--- config.mk ---
export PLATFORM = sky130hd
export DESIGN_NAME = pong_game
export DESIGN_NICKNAME = d
export VERILOG_FILES = /design/src/rtl/pong_pkg.sv /design/src/rtl/paddle_ctrl.sv /design/src/rtl/pong_game.sv
export SDC_FILE = /design/constraint.sdc
export NUM_CORES = 1
export LEC_CHECK = 0
export CAP_MARGIN = 10
export CELL_PAD_IN_SITES_DETAIL_PLACEMENT = 0
export CELL_PAD_IN_SITES_GLOBAL_PLACEMENT = 1
export CORE_MARGIN = 5
export CORE_UTILIZATION = 48
export DETAILED_ROUTE_END_ITERATION = 12
export MAX_ROUTING_LAYER = met4
export PLACE_DENSITY = 0.86
export SYNTH_ARGS = -nofsm -noshare
export SYNTH_HDL_FRONTEND = slang
export SYNTH_SLANG_ARGS = --single-unit
--- constraint.sdc ---
create_clock -name clk -period 10.4 [get_ports clk]
set_clock_uncertainty 0.1 [all_clocks]
set_input_delay 2.08 -clock clk [delete_from_list [all_inputs] [get_ports clk]]
set_output_delay 2.08 -clock clk [all_outputs]
set_load 0.02 [all_outputs]
--- src/rtl/pong_pkg.sv ---
// Shared pong constants: screen defaults, object geometry, state encoding and
// centre-position helpers used by the game logic and the renderer.
package pong_pkg;

  localparam int SCREEN_W    = 1280;
  localparam int SCREEN_H    = 720;
  localparam int PADDLE_H    = 100;
  localparam int PADDLE_W    = 12;
  localparam int BALL_S      = 10;
  localparam int P1_X        = 40;
  localparam int P2_X_OFFSET = 52;
  localparam int BORDER      = 8;

  typedef enum logic [1:0] {
    SERVE     = 2'd0,
    PLAY      = 2'd1,
    GAME_OVER = 2'd2
  } state_e;

  // Signed 12-bit coordinate so under/overshoot past a border stays comparable.
  typedef logic signed [11:0] coord_t;

  function automatic int ballCentreX(input int hActive);
    return (hActive - BALL_S) / 2;
  endfunction

  function automatic int ballCentreY(input int vActive);
    return (vActive - BALL_S) / 2;
  endfunction

  function automatic int paddleCentreY(input int vActive);
    return (vActive - PADDLE_H) / 2;
  endfunction

  function automatic int p2X(input int hActive);
    return hActive - P2_X_OFFSET;
  endfunction

endpackage

--- src/rtl/paddle_ctrl.sv ---
// One player's paddle: synchronises the up/down buttons and moves the paddle
// once per frame, clamped between the top and bottom borders.
module paddle_ctrl import pong_pkg::*; #(
  parameter int V_ACTIVE = SCREEN_H,
  parameter int SPEED    = 8
) (
  input  logic        clk,
  input  logic        rst,
  input  logic        frame_tick_i,
  input  logic        freeze_i,
  input  logic        up_i,
  input  logic        dn_i,
  output logic [10:0] y_o
);

  localparam coord_t Y_START = coord_t'(paddleCentreY(V_ACTIVE));
  localparam coord_t Y_MIN   = coord_t'(BORDER);
  localparam coord_t Y_MAX   = coord_t'(V_ACTIVE - BORDER - PADDLE_H);
  localparam coord_t STEP    = coord_t'(SPEED);

  logic [1:0] upSync_q;
  logic [1:0] dnSync_q;
  coord_t     y_q;
  coord_t     y_d;
  coord_t     upY;
  coord_t     dnY;

  // Pressing both buttons cancels out and leaves the paddle where it is.
  always_comb begin
    upY = y_q - STEP;
    dnY = y_q + STEP;
    y_d = y_q;
    if (upSync_q[1] && !dnSync_q[1]) begin
      y_d = (upY < Y_MIN) ? Y_MIN : upY;
    end else if (dnSync_q[1] && !upSync_q[1]) begin
      y_d = (dnY > Y_MAX) ? Y_MAX : dnY;
    end
  end

  always_ff @(posedge clk) begin
    if (rst) begin
      upSync_q <= '0;
      dnSync_q <= '0;
      y_q      <= Y_START;
    end else begin
      upSync_q <= {upSync_q[0], up_i};
      dnSync_q <= {dnSync_q[0], dn_i};
      if (frame_tick_i && !freeze_i) begin
        y_q <= y_d;
      end
    end
  end

  assign y_o = y_q[10:0];

endmodule

--- src/rtl/pong_game.sv ---
// Pong game state: serve hold, ball flight with wall/paddle bounces, scoring
// and game-over, all advancing once per frame tick.
module pong_game import pong_pkg::*; #(
  parameter int H_ACTIVE     = SCREEN_W,
  parameter int V_ACTIVE     = SCREEN_H,
  parameter int PADDLE_SPEED = 8,
  parameter int BALL_SPEED   = 4,
  parameter int SERVE_FRAMES = 60,
  parameter int WIN_SCORE    = 7
) (
  input  logic        clk,
  input  logic        rst,
  input  logic        frame_tick,
  input  logic        p1_up,
  input  logic        p1_dn,
  input  logic        p2_up,
  input  logic        p2_dn,
  input  logic        start,
  output logic [10:0] p1_y,
  output logic [10:0] p2_y,
  output logic [10:0] ball_x,
  output logic [10:0] ball_y,
  output logic [3:0]  score_l,
  output logic [3:0]  score_r,
  output logic        game_over
);

  localparam int     CNT_W        = $clog2(SERVE_FRAMES + 1);
  localparam coord_t BALL_X0      = coord_t'(ballCentreX(H_ACTIVE));
  localparam coord_t BALL_Y0      = coord_t'(ballCentreY(V_ACTIVE));
  localparam coord_t STEP         = coord_t'(BALL_SPEED);
  localparam coord_t BALL_SZ      = coord_t'(BALL_S);
  localparam coord_t PAD_H        = coord_t'(PADDLE_H);
  localparam coord_t TOP_Y        = coord_t'(BORDER);
  localparam coord_t BOT_Y        = coord_t'(V_ACTIVE - BORDER - BALL_S);
  localparam coord_t LEFT_HIT_X   = coord_t'(P1_X + PADDLE_W);
  localparam coord_t RIGHT_HIT_X  = coord_t'(p2X(H_ACTIVE) - BALL_S);
  localparam coord_t LEFT_MISS_X  = coord_t'(BORDER);
  localparam coord_t RIGHT_MISS_X = coord_t'(H_ACTIVE - BORDER - BALL_S);

  state_e           state_q;
  logic [CNT_W-1:0] cnt_q;
  coord_t           ballX_q, ballY_q;
  logic             dxNeg_q, dyNeg_q;
  logic [3:0]       scoreL_q, scoreR_q;
  logic             gameOver_q;
  logic [1:0]       startSync_q;

  coord_t           ballX_d, ballY_d;
  logic             dxNeg_d, dyNeg_d;
  logic             missLeft, missRight;
  logic [10:0]      p1Y, p2Y;
  coord_t           p1Top, p2Top;

  assign p1Top = coord_t'({1'b0, p1Y});
  assign p2Top = coord_t'({1'b0, p2Y});

  // Collisions use the paddle positions from before this tick's paddle move.
  always_comb begin
    ballX_d   = dxNeg_q ? ballX_q - STEP : ballX_q + STEP;
    ballY_d   = dyNeg_q ? ballY_q - STEP : ballY_q + STEP;
    dxNeg_d   = dxNeg_q;
    dyNeg_d   = dyNeg_q;
    missLeft  = 1'b0;
    missRight = 1'b0;
    if (ballY_d <= TOP_Y) begin
      ballY_d = TOP_Y;
      dyNeg_d = 1'b0;
    end else if (ballY_d >= BOT_Y) begin
      ballY_d = BOT_Y;
      dyNeg_d = 1'b1;
    end
    if (dxNeg_q && ballX_q >= LEFT_HIT_X && ballX_d <= LEFT_HIT_X &&
        ballY_q + BALL_SZ > p1Top && ballY_q < p1Top + PAD_H) begin
      ballX_d = LEFT_HIT_X;
      dxNeg_d = 1'b0;
    end else if (!dxNeg_q && ballX_q <= RIGHT_HIT_X && ballX_d >= RIGHT_HIT_X &&
                 ballY_q + BALL_SZ > p2Top && ballY_q < p2Top + PAD_H) begin
      ballX_d = RIGHT_HIT_X;
      dxNeg_d = 1'b1;
    end else if (ballX_d <= LEFT_MISS_X) begin
      missLeft = 1'b1;
    end else if (ballX_d >= RIGHT_MISS_X) begin
      missRight = 1'b1;
    end
  end

  always_ff @(posedge clk) begin
    if (rst) begin
      state_q     <= SERVE;
      cnt_q       <= '0;
      ballX_q     <= BALL_X0;
      ballY_q     <= BALL_Y0;
      dxNeg_q     <= 1'b0;
      dyNeg_q     <= 1'b0;
      scoreL_q    <= '0;
      scoreR_q    <= '0;
      gameOver_q  <= 1'b0;
      startSync_q <= '0;
    end else begin
      startSync_q <= {startSync_q[0], start};
      if (frame_tick) begin
        case (state_q)
          SERVE: begin
            if (cnt_q == CNT_W'(SERVE_FRAMES)) begin
              state_q <= PLAY;
              ballX_q <= ballX_d;
              ballY_q <= ballY_d;
              dxNeg_q <= dxNeg_d;
              dyNeg_q <= dyNeg_d;
            end else begin
              cnt_q <= cnt_q + 1'b1;
            end
          end
          PLAY: begin
            if (missLeft || missRight) begin
              // Serve goes toward whoever just conceded; dy carries over.
              ballX_q <= BALL_X0;
              ballY_q <= BALL_Y0;
              cnt_q   <= '0;
              dxNeg_q <= missLeft;
              if (missLeft) begin
                scoreR_q <= scoreR_q + 4'd1;
              end else begin
                scoreL_q <= scoreL_q + 4'd1;
              end
              if (missLeft ? (scoreR_q == 4'(WIN_SCORE - 1))
                           : (scoreL_q == 4'(WIN_SCORE - 1))) begin
                state_q    <= GAME_OVER;
                gameOver_q <= 1'b1;
              end else begin
                state_q <= SERVE;
              end
            end else begin
              ballX_q <= ballX_d;
              ballY_q <= ballY_d;
              dxNeg_q <= dxNeg_d;
              dyNeg_q <= dyNeg_d;
            end
          end
          GAME_OVER: begin
            if (startSync_q[1]) begin
              state_q    <= SERVE;
              cnt_q      <= '0;
              scoreL_q   <= '0;
              scoreR_q   <= '0;
              gameOver_q <= 1'b0;
            end
          end
          default: state_q <= SERVE;
        endcase
      end
    end
  end

  paddle_ctrl #(.V_ACTIVE(V_ACTIVE), .SPEED(PADDLE_SPEED)) u_paddle1 (
    .clk          (clk),
    .rst          (rst),
    .frame_tick_i (frame_tick),
    .freeze_i     (state_q == GAME_OVER),
    .up_i         (p1_up),
    .dn_i         (p1_dn),
    .y_o          (p1Y)
  );

  paddle_ctrl #(.V_ACTIVE(V_ACTIVE), .SPEED(PADDLE_SPEED)) u_paddle2 (
    .clk          (clk),
    .rst          (rst),
    .frame_tick_i (frame_tick),
    .freeze_i     (state_q == GAME_OVER),
    .up_i         (p2_up),
    .dn_i         (p2_dn),
    .y_o          (p2Y)
  );

  assign p1_y      = p1Y;
  assign p2_y      = p2Y;
  assign ball_x    = ballX_q[10:0];
  assign ball_y    = ballY_q[10:0];
  assign score_l   = scoreL_q;
  assign score_r   = scoreR_q;
  assign game_over = gameOver_q;

endmodule

==> out/results.txt <==
critical register-to-register path startpoint -> u_paddle1.y_q[3]
final worst path period need -> 4.60 ns
row cnt -> 45
kind of critical path -> reg -> reg
dpl cell area -> 0.00764 sq mm
crit path capture -> cnt_q[0]
drt first pass iters -> 5
R2R depth -> 12
Root Driver -> clkbuf_16
diode count -> 0
post-cts resize count -> 0
Setup TNS -> 0 ns
die area -> 0.0178 sq mm
crit-path cells -> ha_1 > a21oi_1 > or3_1 > ha_1 > nand2_1 > a211oi_1 > a31oi_1 > nor4_1 > nand2_2 > a41o_1 > nand2_1 > mux2_2
worst min path class -> reg -> reg
initial core utilization -> 48.5%
top post-synthesis cells by area -> dfxtp_1 (21%), ha_1 (15%), buf_4 (4.8%), a21oi_1 (4.7%), nor2_1 (4.1%)
final wirelength -> 19100 um
Remaining DRCs -> 0
Clock Sinks -> 75
post-route design area -> 0.00790 sq mm
Final ANT Viol Nets -> 0
max incr delay on CP -> 0.78 ns
Cell Pwr Density -> 83.8 mW/mm^2
synthesized area per cell -> 7.71 sq um
Clk pin slew, worst setup/hold paths -> 0.06 ns
Critical Path End Type -> flip-flop
width of the die -> 133 um
share of layout cells above drive strength 1 -> 4.69%
Yosys reg bits -> 75
Worst R2R End -> cnt_q[0]
Max Cap Violations -> 0
routability cong. -> 0.935
overall via count from detail_route -> 6774
Via density -> 6.01
CP Data Required Time -> 10.54 ns
CP Max Fanout -> 14
H-tree lvl count -> 3
CTS tree -> done
1st-iter DRT viols -> 667
total grt overflow -> 0
final hold violation count -> 0
outcome -> complete, no violations
Post-synth EDFFs -> 0
ys flop type -> dfxtp_1
CP bufs+invs -> 0
Post-DP HPWL -> 14200 um
Crit path depth -> 12
first-pass GRT wire length -> 31500 um
relative slew slack -> 40.8%
period utilization -> 44.3%
RSZ-0062 raised after global routing -> no
CTS Buffer Depth -> 2
family with the most delay on the worst path -> simple AND/OR/NAND/NOR gates
CP Launch Type -> flip-flop
Slew @ Worst Pin -> 0.880 ns
vias in the first global route -> 6195
flop-to-flop setup slack -> 5.80 ns
fraction of registers with async set/reset -> 0%
Routed wire per std cell -> 16.9 um
Global Route Usage Sum -> 21.9%
cell count after synthesis -> 948
cts bufs inserted -> 9
Final setup viols -> 0
max-slew violations -> 0
Layout fillers -> 1469
clk_lat worst skew -> 0.34 ns
slowest CP cell -> nor4_1
IO Count -> 61
largest net degree at the start of global routing -> 82
fin nets -> 1032
multi-input logic area -> 0.00511 sq mm
Fmax achieved -> 217 MHz
Post-CTS Setup Repair Bufs -> 0
Leak -> 3.07 nW
cell with the most instances after synthesis -> ha_1
Worst setup startpoint -> u_paddle1.y_q[3]
Mapped Area -> 0.00731 sq mm
top cell type by total area after synthesis -> dfxtp_1
PortBufs -> 58
# hold bufs at CTS -> 0
most frequent cells after synthesis -> ha_1 (87), nor2_1 (80), dfxtp_1 (75)
number of library cell types mapped by synthesis -> 87
die span in y -> 133 um
Yosys top cell area share -> 20.5%
initial antenna violation count -> 0
core box area -> 0.0151 sq mm
Area Growth Syn to Fin -> 8.04%
CP Data Arrival Time -> 4.74 ns
worst vdd ir -> 81.1 uV
Ys Warns -> 0
Reg area -> 0.00150 sq mm
Seq/Total Area, Yosys -> 20.5%
-- metrics by stage --
stage	power [mW]	instances	hold WS, ns	setup slack [ns]	util, %
after floorplan	0.363	949	0.314	6.79	-
after global placement	0.382	1112	0.321	5.91	50.6
after detailed placement	0.382	1112	0.326	5.87	50.6
after CTS	0.668	1127	0.339	5.86	52.4
after global routing	0.688	1127	0.360	5.45	52.4
final	0.662	1127	0.335	5.80	52.4
-- final cells by class --
cell class | count | area share, %
Tap cell | 188 | 2.98
Multi-Input combinational cell | 736 | 64.7
Timing Repair Buffer | 60 | 7.47
Clock inverter | 5 | 0.396
Sequential cell | 75 | 19.0
Inverter | 53 | 2.52
Clock buffer | 10 | 2.90
-- registers in the layout (all words and copies together) (netlist names), 2 cells and up --
name,count
u_paddle1.upSync_q,2
ballY_q,12
startSync_q,2
state_q,2
cnt_q,6
u_paddle1.dnSync_q,2
ballX_q,12
u_paddle2.dnSync_q,2
score_l,4
u_paddle1.y_q,11
u_paddle2.upSync_q,2
u_paddle2.y_q,11
score_r,4
-- cells by family after synthesis --
group	after synthesis	synth area share, %
flops	75	20.5
fa+ha+maj	89	15.4
compound gates	281	26.8
simple gates	312	21.1
xor+xnor	46	5.51
buf+inv	138	9.58
other cells	1	0.0513
mux	6	0.907
-- worst min path at each step --
stage | from | end | slack (ns) | cells past startpoint
2_1_floorplan | startSync_q[0] | startSync_q[1] | 0.31 | 1
3_3_place_gp | u_paddle1.upSync_q[0] | u_paddle1.upSync_q[1] | 0.32 | 1
3_5_place_dp | u_paddle1.upSync_q[0] | u_paddle1.upSync_q[1] | 0.33 | 1
5_1_grt | u_paddle1.upSync_q[0] | u_paddle1.upSync_q[1] | 0.36 | 1
4_1_cts | u_paddle1.upSync_q[0] | u_paddle1.upSync_q[1] | 0.34 | 1
6_report | u_paddle1.upSync_q[0] | u_paddle1.upSync_q[1] | 0.34 | 1
-- power breakdown --
| part | internal [mW] | leakage (nW) | total (mW) | switching [mW] |
|---|---|---|---|---|
| Combinational | 0.0306 | 2.34 | 0.0746 | 0.0440 |
| Clock | 0.159 | 0.128 | 0.286 | 0.126 |
| Sequential | 0.293 | 0.608 | 0.302 | 0.00933 |
-- cell usage in the layout, fill, tap and decap left out, types with 12 or more instances in the layout --
master           instances
a21o_1                  13
nand2b_1                18
clkdlybuf4s50_1         57
a211oi_1                17
nand3_1                 27
o211ai_1                12
dfxtp_1                 75
o21ai_0                 58
inv_1                   52
nand4_1                 14
ha_1                    87
xor2_1                  13
a21oi_1                 68
xnor2_1                 33
nor2b_1                 21
nand2_1                 74
nor2_1                  80
nor3_1                  25
-- layer usage --
layer	vias to the layer above	part of all wire, %	wire length (um)	GRT usage, %
li1	3367	-	-	-
met1	3184	47	9050	29.2
met2	194	47	8920	34.7
met3	29	4.1	780	3.51
met4	0	1.7	333	5.43
met5	-	0	0	-
-- worst reg2reg max path, delay by kind of cell (launching register included) --
| kind | cells | cell delay, ns |
|---|---|---|
| muxes | 1 | 0.34 |
| and+or+nand+nor | 5 | 1.81 |
| DFF | 1 | 0.62 |
| adders and majority gates | 2 | 0.72 |
| AOI/OAI and AO/OA | 4 | 0.92 |
Note: power is estimated with default switching activity, not from simulation.
